$ cat config.mk
export PLATFORM = sky130hd
export DESIGN_NAME = div_pipelined_flat
export DESIGN_NICKNAME = d
export VERILOG_FILES = /design/src/rtl/div_pipelined_pkg.sv /design/src/rtl/div_pipelined_if.sv /design/src/rtl/div_pipelined_div_step.sv /design/src/rtl/div_pipelined.sv /design/src/flat_wrapper.sv
export SDC_FILE = /design/constraint.sdc
export NUM_CORES = 1
export LEC_CHECK = 0
export ABC_AREA = 1
export CAP_MARGIN = 20
export CORE_AREA = 8 8 61 63
export DETAILED_ROUTE_END_ITERATION = 8
export DIE_AREA = 0 0 69 71
export GPL_TIMING_DRIVEN = 0
export PLACE_DENSITY = 0.77
export SYNTH_ARGS = -nofsm -noshare
export SYNTH_HDL_FRONTEND = slang
export SYNTH_SLANG_ARGS = --single-unit
$ cat constraint.sdc
create_clock -name clk -period 3.7 [get_ports clk]
set_input_delay 0.37 -clock clk [delete_from_list [all_inputs] [get_ports clk]]
set_output_delay 0.37 -clock clk [all_outputs]
set_load 0.02 [all_outputs]
$ cat src/rtl/div_pipelined_pkg.sv
// Shared chunking helpers and FSM encoding for the multi-cycle divider.
// The ALU uses the same ceil-div chunking so both blocks resolve bits alike.
package div_pipelined_pkg;

    typedef enum logic [1:0] {
        ST_IDLE = 2'd0,
        ST_BUSY = 2'd1,
        ST_DONE = 2'd2
    } state_e;

    function automatic int ceil_div(input int a, input int b);
        return (a + b - 1) / b;
    endfunction

    // Latency is clamped to [1, width]; asking for more clocks than bits buys nothing.
    function automatic int eff_latency(input int width, input int latency);
        if (latency < 1)     return 1;
        if (latency > width) return width;
        return latency;
    endfunction

    function automatic int calc_bpc(input int width, input int latency);
        return ceil_div(width, eff_latency(width, latency));
    endfunction

    function automatic int calc_steps(input int width, input int latency);
        return ceil_div(width, calc_bpc(width, latency));
    endfunction

endpackage

$ cat src/rtl/div_pipelined_if.sv
// Operand/result handshake bundle between a producer/consumer and the divider.
interface div_pipelined_if #(
    parameter int WIDTH = 4
);
    logic             in_valid;
    logic             in_ready;
    logic [WIDTH-1:0] I1;
    logic [WIDTH-1:0] I2;
    logic             out_valid;
    logic             out_ready;
    logic [WIDTH-1:0] quotient;
    logic [WIDTH-1:0] remainder;
    logic             div_by_zero;

    modport master (
        output in_valid, I1, I2, out_ready,
        input  in_ready, out_valid, quotient, remainder, div_by_zero
    );

    modport slave (
        input  in_valid, I1, I2, out_ready,
        output in_ready, out_valid, quotient, remainder, div_by_zero
    );
endinterface

$ cat src/rtl/div_pipelined_div_step.sv
// One restoring-division step: shift in a dividend bit, compare, conditionally subtract.
module div_step #(
    parameter int WIDTH = 4
) (
    input  logic [WIDTH-1:0] r_i,
    input  logic             bit_i,
    input  logic [WIDTH-1:0] d_i,
    output logic [WIDTH-1:0] r_o,
    output logic             q_o
);
    logic [WIDTH:0] shifted;

    // Incoming remainder is always < divisor, so it fits WIDTH bits; the WIDTH+1 bit
    // shifted value covers the compare, and the result again fits WIDTH bits.
    assign shifted = {r_i, bit_i};
    assign q_o     = (shifted >= {1'b0, d_i});
    assign r_o     = q_o ? WIDTH'(shifted - {1'b0, d_i}) : shifted[WIDTH-1:0];

endmodule

$ cat src/rtl/div_pipelined.sv
// Multi-cycle unsigned restoring divider, BPC quotient bits resolved per BUSY clock.
module div_pipelined
    import div_pipelined_pkg::*;
#(
    parameter int WIDTH   = 4,
    parameter int LATENCY = 4
) (
    input  logic           clk,
    input  logic           rst_n,
    div_pipelined_if.slave bus
);
    localparam int BPC   = calc_bpc(WIDTH, LATENCY);
    localparam int STEPS = calc_steps(WIDTH, LATENCY);
    localparam int PAD   = STEPS * BPC;
    localparam int CNT_W = $clog2(STEPS + 1);

    state_e           state_q, state_d;
    logic [CNT_W-1:0] cnt_q, cnt_d;
    logic [PAD-1:0]   dvd_q, dvd_d;
    logic [WIDTH-1:0] dvs_q, dvs_d;
    logic [WIDTH-1:0] rem_q, rem_d;
    logic [WIDTH-1:0] quo_q, quo_d;
    logic [WIDTH-1:0] qout_q, qout_d;
    logic [WIDTH-1:0] rout_q, rout_d;
    logic             dbz_q, dbz_d;

    logic [BPC:0][WIDTH-1:0] r_chain;
    logic [BPC-1:0]          q_bits;
    logic                    dbz_now;
    logic                    last_step;

    assign dbz_now   = (dvs_q == '0);
    assign last_step = (cnt_q == CNT_W'(STEPS - 1));

    // Dividend bits feed the chain MSB first; the first step's quotient bit is the chunk MSB.
    assign r_chain[0] = rem_q;
    for (genvar j = 0; j < BPC; j++) begin : g_step
        div_step #(.WIDTH(WIDTH)) u_step (
            .r_i   (r_chain[j]),
            .bit_i (dvd_q[PAD-1-j]),
            .d_i   (dvs_q),
            .r_o   (r_chain[j+1]),
            .q_o   (q_bits[BPC-1-j])
        );
    end

    always_ff @(posedge clk or negedge rst_n) begin
        if (!rst_n) state_q <= ST_IDLE;
        else        state_q <= state_d;
    end

    always_comb begin
        state_d = state_q;
        unique case (state_q)
            ST_IDLE: if (bus.in_valid)           state_d = ST_BUSY;
            ST_BUSY: if (dbz_now || last_step)   state_d = ST_DONE;
            ST_DONE: if (bus.out_ready)          state_d = ST_IDLE;
            default:                             state_d = ST_IDLE;
        endcase
    end

    always_comb begin
        bus.in_ready    = (state_q == ST_IDLE);
        bus.out_valid   = (state_q == ST_DONE);
        bus.quotient    = qout_q;
        bus.remainder   = rout_q;
        bus.div_by_zero = dbz_q;
    end

    always_comb begin
        cnt_d  = cnt_q;
        dvd_d  = dvd_q;
        dvs_d  = dvs_q;
        rem_d  = rem_q;
        quo_d  = quo_q;
        qout_d = qout_q;
        rout_d = rout_q;
        dbz_d  = dbz_q;
        unique case (state_q)
            ST_IDLE: begin
                if (bus.in_valid) begin
                    dvd_d = PAD'(bus.I1);
                    dvs_d = bus.I2;
                    rem_d = '0;
                    quo_d = '0;
                    cnt_d = '0;
                end
            end
            ST_BUSY: begin
                if (dbz_now) begin
                    qout_d = '1;
                    rout_d = dvd_q[WIDTH-1:0];
                    dbz_d  = 1'b1;
                end else begin
                    dvd_d = dvd_q << BPC;
                    rem_d = r_chain[BPC];
                    // Leading quotient bits from zero padding fall off the top here.
                    quo_d = WIDTH'({quo_q, q_bits});
                    cnt_d = cnt_q + CNT_W'(1);
                    if (last_step) begin
                        qout_d = WIDTH'({quo_q, q_bits});
                        rout_d = r_chain[BPC];
                        dbz_d  = 1'b0;
                    end
                end
            end
            default: ;
        endcase
    end

    always_ff @(posedge clk or negedge rst_n) begin
        if (!rst_n) begin
            cnt_q  <= '0;
            dvd_q  <= '0;
            dvs_q  <= '0;
            rem_q  <= '0;
            quo_q  <= '0;
            qout_q <= '0;
            rout_q <= '0;
            dbz_q  <= 1'b0;
        end else begin
            cnt_q  <= cnt_d;
            dvd_q  <= dvd_d;
            dvs_q  <= dvs_d;
            rem_q  <= rem_d;
            quo_q  <= quo_d;
            qout_q <= qout_d;
            rout_q <= rout_d;
            dbz_q  <= dbz_d;
        end
    end

endmodule

$ cat src/flat_wrapper.sv
// flat-port wrapper written by rule: the top's interface ports become plain ports
module div_pipelined_flat import div_pipelined_pkg::*;
#(
    parameter int WIDTH   = 4,
    parameter int LATENCY = 4
)
  (clk, rst_n, bus_in_valid, bus_I1, bus_I2, bus_out_ready, bus_in_ready, bus_out_valid, bus_quotient, bus_remainder, bus_div_by_zero);
  div_pipelined_if #(.WIDTH(WIDTH)) bus_i ();
  input  logic clk;
  input  logic rst_n;
  input wire logic [$bits(bus_i.in_valid)-1:0] bus_in_valid;
  input wire logic [$bits(bus_i.I1)-1:0] bus_I1;
  input wire logic [$bits(bus_i.I2)-1:0] bus_I2;
  input wire logic [$bits(bus_i.out_ready)-1:0] bus_out_ready;
  output wire logic [$bits(bus_i.in_ready)-1:0] bus_in_ready;
  output wire logic [$bits(bus_i.out_valid)-1:0] bus_out_valid;
  output wire logic [$bits(bus_i.quotient)-1:0] bus_quotient;
  output wire logic [$bits(bus_i.remainder)-1:0] bus_remainder;
  output wire logic [$bits(bus_i.div_by_zero)-1:0] bus_div_by_zero;
  assign bus_i.in_valid = bus_in_valid;
  assign bus_i.I1 = bus_I1;
  assign bus_i.I2 = bus_I2;
  assign bus_i.out_ready = bus_out_ready;
  assign bus_in_ready = bus_i.in_ready;
  assign bus_out_valid = bus_i.out_valid;
  assign bus_quotient = bus_i.quotient;
  assign bus_remainder = bus_i.remainder;
  assign bus_div_by_zero = bus_i.div_by_zero;
  div_pipelined #(.WIDTH(WIDTH), .LATENCY(LATENCY)) u_core (.clk(clk), .rst_n(rst_n), .bus(bus_i));
endmodule
==> summary.md, run 1 <==
| Metric | Value |
|---|---|
| DRC Markers | 0 |
| Die ar. | about 0.0049 mm2 |
| Initial antenna violation count | 0 |
| Data required, critical path | 3.33 ns |
| Most frequent cell after synthesis | nand2_1 |
| Die X | slightly below 70 um |
| Antenna fix cells | 0 |
| Antenna-violating nets left | 0 |
| Initial core utilization | 0.519 |
| Mapped cell area | 0.00148 mm2 |
| Tot Pwr | 1.73 mW |
| # Post-CTS Setup Buffers | 0 |
| R2r startpoint | u_core.dvs_q[2] |
| WS Path Type | flop to output pin |
| Core ar. | 0.00285 mm2 |
| Root buffer cell | clkbuf_4 |
| Pleak | 0.933 nW |
| Setup slack, reg-to-reg | 1.90 ns |
| Synth cell count leaders | 61 x nand2_1, 29 x dfrtp_1, 16 x inv_1, 13 x nand3_1, 8 x o21ai_0 |
| Top cells by area, synth | dfrtp_1 49%, nand2_1 15%, ha_1 5.1% |
| Hold-fix buffers at CTS | 0 |
| Top-area cell type share of the netlist area | 0.490 |
| Final Critical Period | about 1.9 ns |
| Router iterations before antenna repair | 4 |
| Fraction of registers with async set/reset | 1.00 |
| Avg Cell Area, Syn | 8.41 um2 |
| Element type at the critical path end | output pin |
| Power Density | 950 mW/mm2 |
| Rel. slew slack | 0.524 |
| Largest net degree at the start of global routing | 18 |
| Cell taking the most area after synthesis | dfrtp_1 |
| Slew @ Worst Pin | around 0.71 ns |
| Grt ovf | 0 |
| Post-DR wirelength/cell | 13.9 um |
| Tot GR Track Use | 0.146 |
| # port buffers | 22 |
| Syn nets | a little under 200 |
| Via count | 1256 |
| Vias per cell | 5.23 |
| Post-synth EDFFs | 0 |
| Worst IR Drop VDD | 0.000669 V |
| Worst-Skew Late Latency | 0.33 ns |
| Max Clock Freq | 0.520 GHz |
| # IOs | 23 |
| Global Route met2 Usage | 0.242 |
| Met1 Track Usage GR | 0.167 |
| Status | finished, final reports clean |
| Worst R2R End | u_core.bus.remainder[0] |
| Grt peak-use layer | met2 |
| Arr. time, crit path | 1.55 ns |
| P&R area growth vs syn | 22.8% |
| Maxcap violations | 0 |
| Met3 usage | 0.0531 |
| Share of layout cells above drive strength 1 | 0.111 |
| Clk buf depth | 2 |
| Routed WL | 3330 um |
| Seq/Total Area, Yosys | 0.490 |
| H-tree Lvls | 2 |
| Final hold viol count | 0 |
| Initial DRC Count | 74 |
| Final setup violation count | 0 |
| Yosys warning count | 0 |
| Cells after synthesis | 176 |
| DP Wirelength | 2550 um |
| CTS resizes | 0 |
| GPL Wtd Cong | 0.829 |
| Setup TNS Final | 0 ns |
| Slew Viols, Final | 0 |
| CP max FO | 4 |
| # clock sinks | 29 |
| Register bit total from synthesis | 29 |
| First-pass GRT wire length | 5910 um |
| Clock buffers created by TritonCTS | 5 |
| Die height | a little over 70 um |
| Worst reg-to-reg path cell count | 10 |
| Nets@finish | 225 |
| Crit share post-route | 0.520 |
| CTS tree | yes |
| Post-Route Skew | 0.00673 ns |
| Num rows | 20 |
| Startpoint types | flop |
| Clock Pin Slew Worst Setup and Hold Paths | 0.09 ns |
| Synth unique cells | 24 |
| Vias in the first global route | 1305 |
| RSZ-0062 raised after global routing | false |
| Synth Flop Type | dfrtp_1 |
| Hold Crit Class | input port to async pin |
## state kept, by name, indices dropped and copies added (netlist names)
signal	cells
u_core.bus.div_by_zero	1
u_core.bus.quotient	4
u_core.bus.remainder	4
u_core.cnt_q	3
u_core.dvd_q	4
u_core.dvs_q	4
u_core.quo_q	3
u_core.rem_q	4
u_core.state_q	2
## metrics by stage
step | hold WS [ns] | instances | cell area [um2] | util | setup slack, ns
after floorplan | 0.0744 | 176 | 1480 | - | 2.12
after global placement | 0.457 | 231 | 1740 | 0.611 | 1.84
after detailed placement | 0.467 | 232 | 1770 | 0.620 | 1.93
after CTS | 0.479 | 240 | 1820 | 0.637 | 1.76
after global routing | 0.512 | 240 | 1820 | 0.637 | 1.67
final | 0.463 | 240 | 1820 | 0.637 | 1.78
## how the worst max path moves through the flow
stage,from,to,slack (ns),depth (start not counted)
3_3_place_gp,rst_n,u_core.rem_q[1],1.84,1
5_1_grt,u_core.state_q[0],bus_in_ready,1.67,2
6_report,u_core.state_q[0],bus_in_ready,1.78,2
4_1_cts,u_core.state_q[0],bus_in_ready,1.76,2
3_5_place_dp,u_core.dvs_q[2],u_core.bus.remainder[0],1.93,10
2_1_floorplan,u_core.dvs_q[2],u_core.bus.remainder[1],2.12,10
## logic make-up (layout without fill, tap and decap cells)
kind of cell               after synthesis  count (layout)  share of synthesized area
buffers and inverters                   24              55                     0.0685
muxes                                    1               1                    0.00761
DFF                                     29              29                      0.490
AOI/OAI and AO/OA                       27              27                      0.106
xor gates and xnor gates                 1               1                    0.00592
adders and majority gates                7               7                     0.0642
and+or+nand+nor                         87              87                      0.258
## placed cells by master, fill, tap and decap left out, drive strengths merged
| cell type | count |
|---|---|
| a21oi | 8 |
| a31oi | 1 |
| buf | 3 |
| clkbuf | 8 |
| clkdlybuf4s50 | 22 |
| dfrtp | 29 |
| fa | 1 |
| ha | 6 |
| inv | 22 |
| mux2 | 1 |
| nand2 | 65 |
| nand3 | 14 |
| nor2 | 8 |
| o21ai | 14 |
| o22ai | 1 |
| o31ai | 3 |
| xor2 | 1 |
## layout make-up
class                      instances  area [um2]
inverter                          22        82.6
buffer                             2        18.8
clock buffer                       8        48.8
multi-input combinational        123         653
fill                             261        1030
tap                               33        41.3
sequential                        29         726
timing repair buffer              23         248
## critical path, stage by stage, from the launching register on
cell and delay, ns:
dfrtp_1 0.45, nor2_2 0.16, clkdlybuf4s50_1 0.63
## layer usage
| metal | wire [um] | part of all wire | vias to the layer above |
|---|---|---|---|
| met2 | 1610 | 0.48 | 46 |
| met1 | 1430 | 0.43 | 575 |
| met4 | 65 | 0.020 | 0 |
| li1 | - | - | 627 |
| met3 | 218 | 0.066 | 8 |
| met5 | 0 | 0 | - |
## where the power goes
| part | internal (mW) | total (mW) | switching [mW] | leakage (nW) |
|---|---|---|---|---|
| clock network | 0.0756 | 0.183 | 0.107 | 0.0265 |
| logic | 0.377 | 0.989 | 0.612 | 0.541 |
| registers | 0.461 | 0.555 | 0.0941 | 0.365 |
| total | 0.913 | 1.73 | 0.813 | 0.933 |
No activity file was read; power rests on OpenSTA's default activity.
==> run 2, diff against run 1 <==
Settings changed: CORE_AREA 8 8 61 63 to 8 8 63 65, DIE_AREA 0 0 69 71 to 0 0 71 73, PLACE_DENSITY 0.77 to 0.72.
Clock period 3.7 ns to 1.82 ns, I/O delays scaled along.
==> summary.md, run 2 (synthesis gave the netlist of run 1 again) <==
| Metric | Value |
|---|---|
| Rel. slew slack | 0.558 (+0.0337) |
| Vias per cell | 5.24 (+0.22%) |
| Final std cells w/o fill | 241 (+0.42%) |
| Clock Pin Slew Worst Setup and Hold Paths | 0.10 ns (about the same) |
| Initial DRC Count | 103 (+39%) |
| Final setup violation count | 0 (unchanged) |
| Vias in the first global route | 1308 (+0.23%) |
| Startpoint types | flop |
| Data required, critical path | 1.64 ns (-1.69 ns) |
| Slew Viols, Final | 0 (unchanged) |
| Router iterations before antenna repair | 4 (unchanged) |
| DP Wirelength | 2590 um (+1.5%) |
| CTS tree | yes |
| CP max stage delay | 0.62 ns (about the same) |
| Tot GR Track Use | 0.139 (-0.00724) |
| Maxcap violations | 0 (unchanged) |
| Setup TNS Final | 0 ns (unchanged) |
| Element type at the critical path end | output pin |
| Clock buffers created by TritonCTS | 5 (unchanged) |
| # IOs | 23 (unchanged) |
| WS Path Type | flop to output pin |
| Fin worst setup slack | 0.0886 ns (-1.69 ns) |
| CP max FO | 4 (unchanged) |
| Post-Route Skew | 0.00735 ns (+0.000620 ns) |
| Via count | 1264 (+0.64%) |
| Core ar. | 0.00295 mm2 (+3.5%) |
| Buffers plus inverters on the worst setup path | 1 (unchanged) |
| H-tree Lvls | 2 (unchanged) |
| CP max-delay cell | clkdlybuf4s50_1 |
| Post-route cell area | 0.00187 mm2 (+2.9%) |
| RSZ-0062 raised after global routing | false |
| First-pass GRT wire length | 5710 um (-3.4%) |
| Routed WL | 3400 um (+2.4%) |
| Status | finished, final reports clean |
| Antenna-violating nets left | 0 (unchanged) |
| Crit share post-route | 0.951 |
| Clk buf depth | 2 (unchanged) |
| Share of layout cells above drive strength 1 | 0.154 (+0.0427) |
| Hold-fix buffers at CTS | 0 (unchanged) |
| Most frequent cells in the layout | 60 x nand2_1, 29 x dfrtp_1, 21 x clkdlybuf4s50_1 |
| Worst IR Drop VDD | 0.00105 V (+57%) |
| Initial antenna violation count | 0 (unchanged) |
| Final Critical Period | 1.73 ns |
| Pleak | 0.961 nW (+3.0%) |
| CP top delay family | buffers and inverters |
| Final hold viol count | 0 (unchanged) |
| # port buffers | 22 (unchanged) |
| Die ar. | 0.00518 mm2 (+5.8%) |
| WL met2 | 1680 um (+4.3%) |
| P&R area growth vs syn | 26.4% |
| Fill cells | 265 (+1.5%) |
| Commonest non-fill, non-tap cell in the layout | nand2_1 |
| Antenna fix cells | 0 (unchanged) |
| Arr. time, crit path | 1.55 ns (about the same) |
| Root buffer cell | clkbuf_4 |
| Grt ovf | 0 (unchanged) |
| Met3 WL | 199 um (-8.7%) |
| Max Clock Freq | 0.578 GHz |
| Cell Chain, Critical Path | nor2_1 > clkdlybuf4s50_1 |
| Largest net degree at the start of global routing | 18 (unchanged) |
| Cell Area, Placed | 0.00177 mm2 (unchanged) |
| Metal-1 WL | 1470 um (+2.3%) |
| Nets@finish | 226 (+0.44%) |
| Worst-Skew Late Latency | 0.33 ns (about the same) |
| Worst-case setup slack after placement | -0.0139 ns (-1.94 ns) |
| Slew @ Worst Pin | 0.661 ns (-0.0504 ns) |
| GPL Wtd Cong | 0.825 (-0.49%) |
| Dpl cells | 232 (unchanged) |
| DRC Markers | 0 (unchanged) |
| Die X | 71 um (+2.9%) |
| Die height | 73 um (+2.8%) |
| Core Util, Final | 0.633 (-0.00381) |
| Power Density | 1960 mW/mm2 (+110%) |
| Num rows | 20 (unchanged) |
| Initial core utilization | 0.501 (-0.0176) |
| Hold Crit Class | input port to async pin |
| Top sig layer | met4 |
| Post-DR wirelength/cell | 14.1 um (+2.0%) |
| # clock sinks | 29 (unchanged) |
[run 2: cell type report]
class / count / area [um2] / share of cell area
buffer: 2 / 18.8 / 0.0100
clock buffer: 7 / 65.1 / 0.0348
clock inverter: 1 / 5.00 / 0.00268
inverter: 22 / 82.6 / 0.0441
multi-input combinational: 123 / 674 / 0.361
sequential: 29 / 726 / 0.388
tap: 33 / 41.3 / 0.0221
timing repair buffer: 24 / 258 / 0.138
[run 2: final timing paths]
path,start,endpoint,slack [ns],depth (start not counted)
worst max register to register,u_core.dvs_q[2],u_core.bus.remainder[1],0.14,10
worst min-delay path,rst_n,u_core.rem_q[0],0.25,1
worst max-delay path,u_core.state_q[0],bus_out_valid,0.09,2
min in group clk,bus_I1[0],u_core.dvd_q[0],0.42,3
max in group asynchronous,rst_n,u_core.quo_q[0],1.06,2
worst min register to register,u_core.bus.remainder[1],u_core.bus.remainder[1],0.49,2
[run 2: per-stage QoR]
stage	hold WS [ns]	total power [mW]
after floorplan	-0.114	2.52
after global placement	0.458	3.04
after detailed placement	0.468	3.15
after CTS	0.269	3.62
after global routing	0.309	3.97
final	0.250	3.67
[run 2: worst reg2reg max path, cell delays in order (launching register included)]
cell     delay [ns]
dfrtp_1        0.41
inv_1          0.14
ha_4           0.23
a21oi_2        0.16
nand2_1        0.09
nand2_2        0.11
nand2_2        0.12
nand2_1        0.11
nand3_1        0.09
nand2_1        0.07
nand2_1        0.04
[run 2: power by group]
| group | internal [mW] | leakage [nW] | switching [mW] |
|---|---|---|---|
| Sequential | 0.936 | 0.365 | 0.186 |
| Combinational | 0.803 | 0.554 | 1.28 |
| Clock | 0.224 | 0.0413 | 0.232 |
| Total | 1.96 | 0.961 | 1.70 |
[run 2: what timing repair did]
action / in CTS / in global routing
setup buffers: 0 / 1
cloned: 0 / 0
resized for setup: 1 / 5
pin swaps: 0 / 1
endpoints found under the setup margin: 4 / 9
[run 2: per-layer routing]
metal,up-vias,global-route usage
met4,0,0.0554
li1,625,-
met5,-,0
met3,7,0.0481
met2,33,0.250
met1,599,0.145
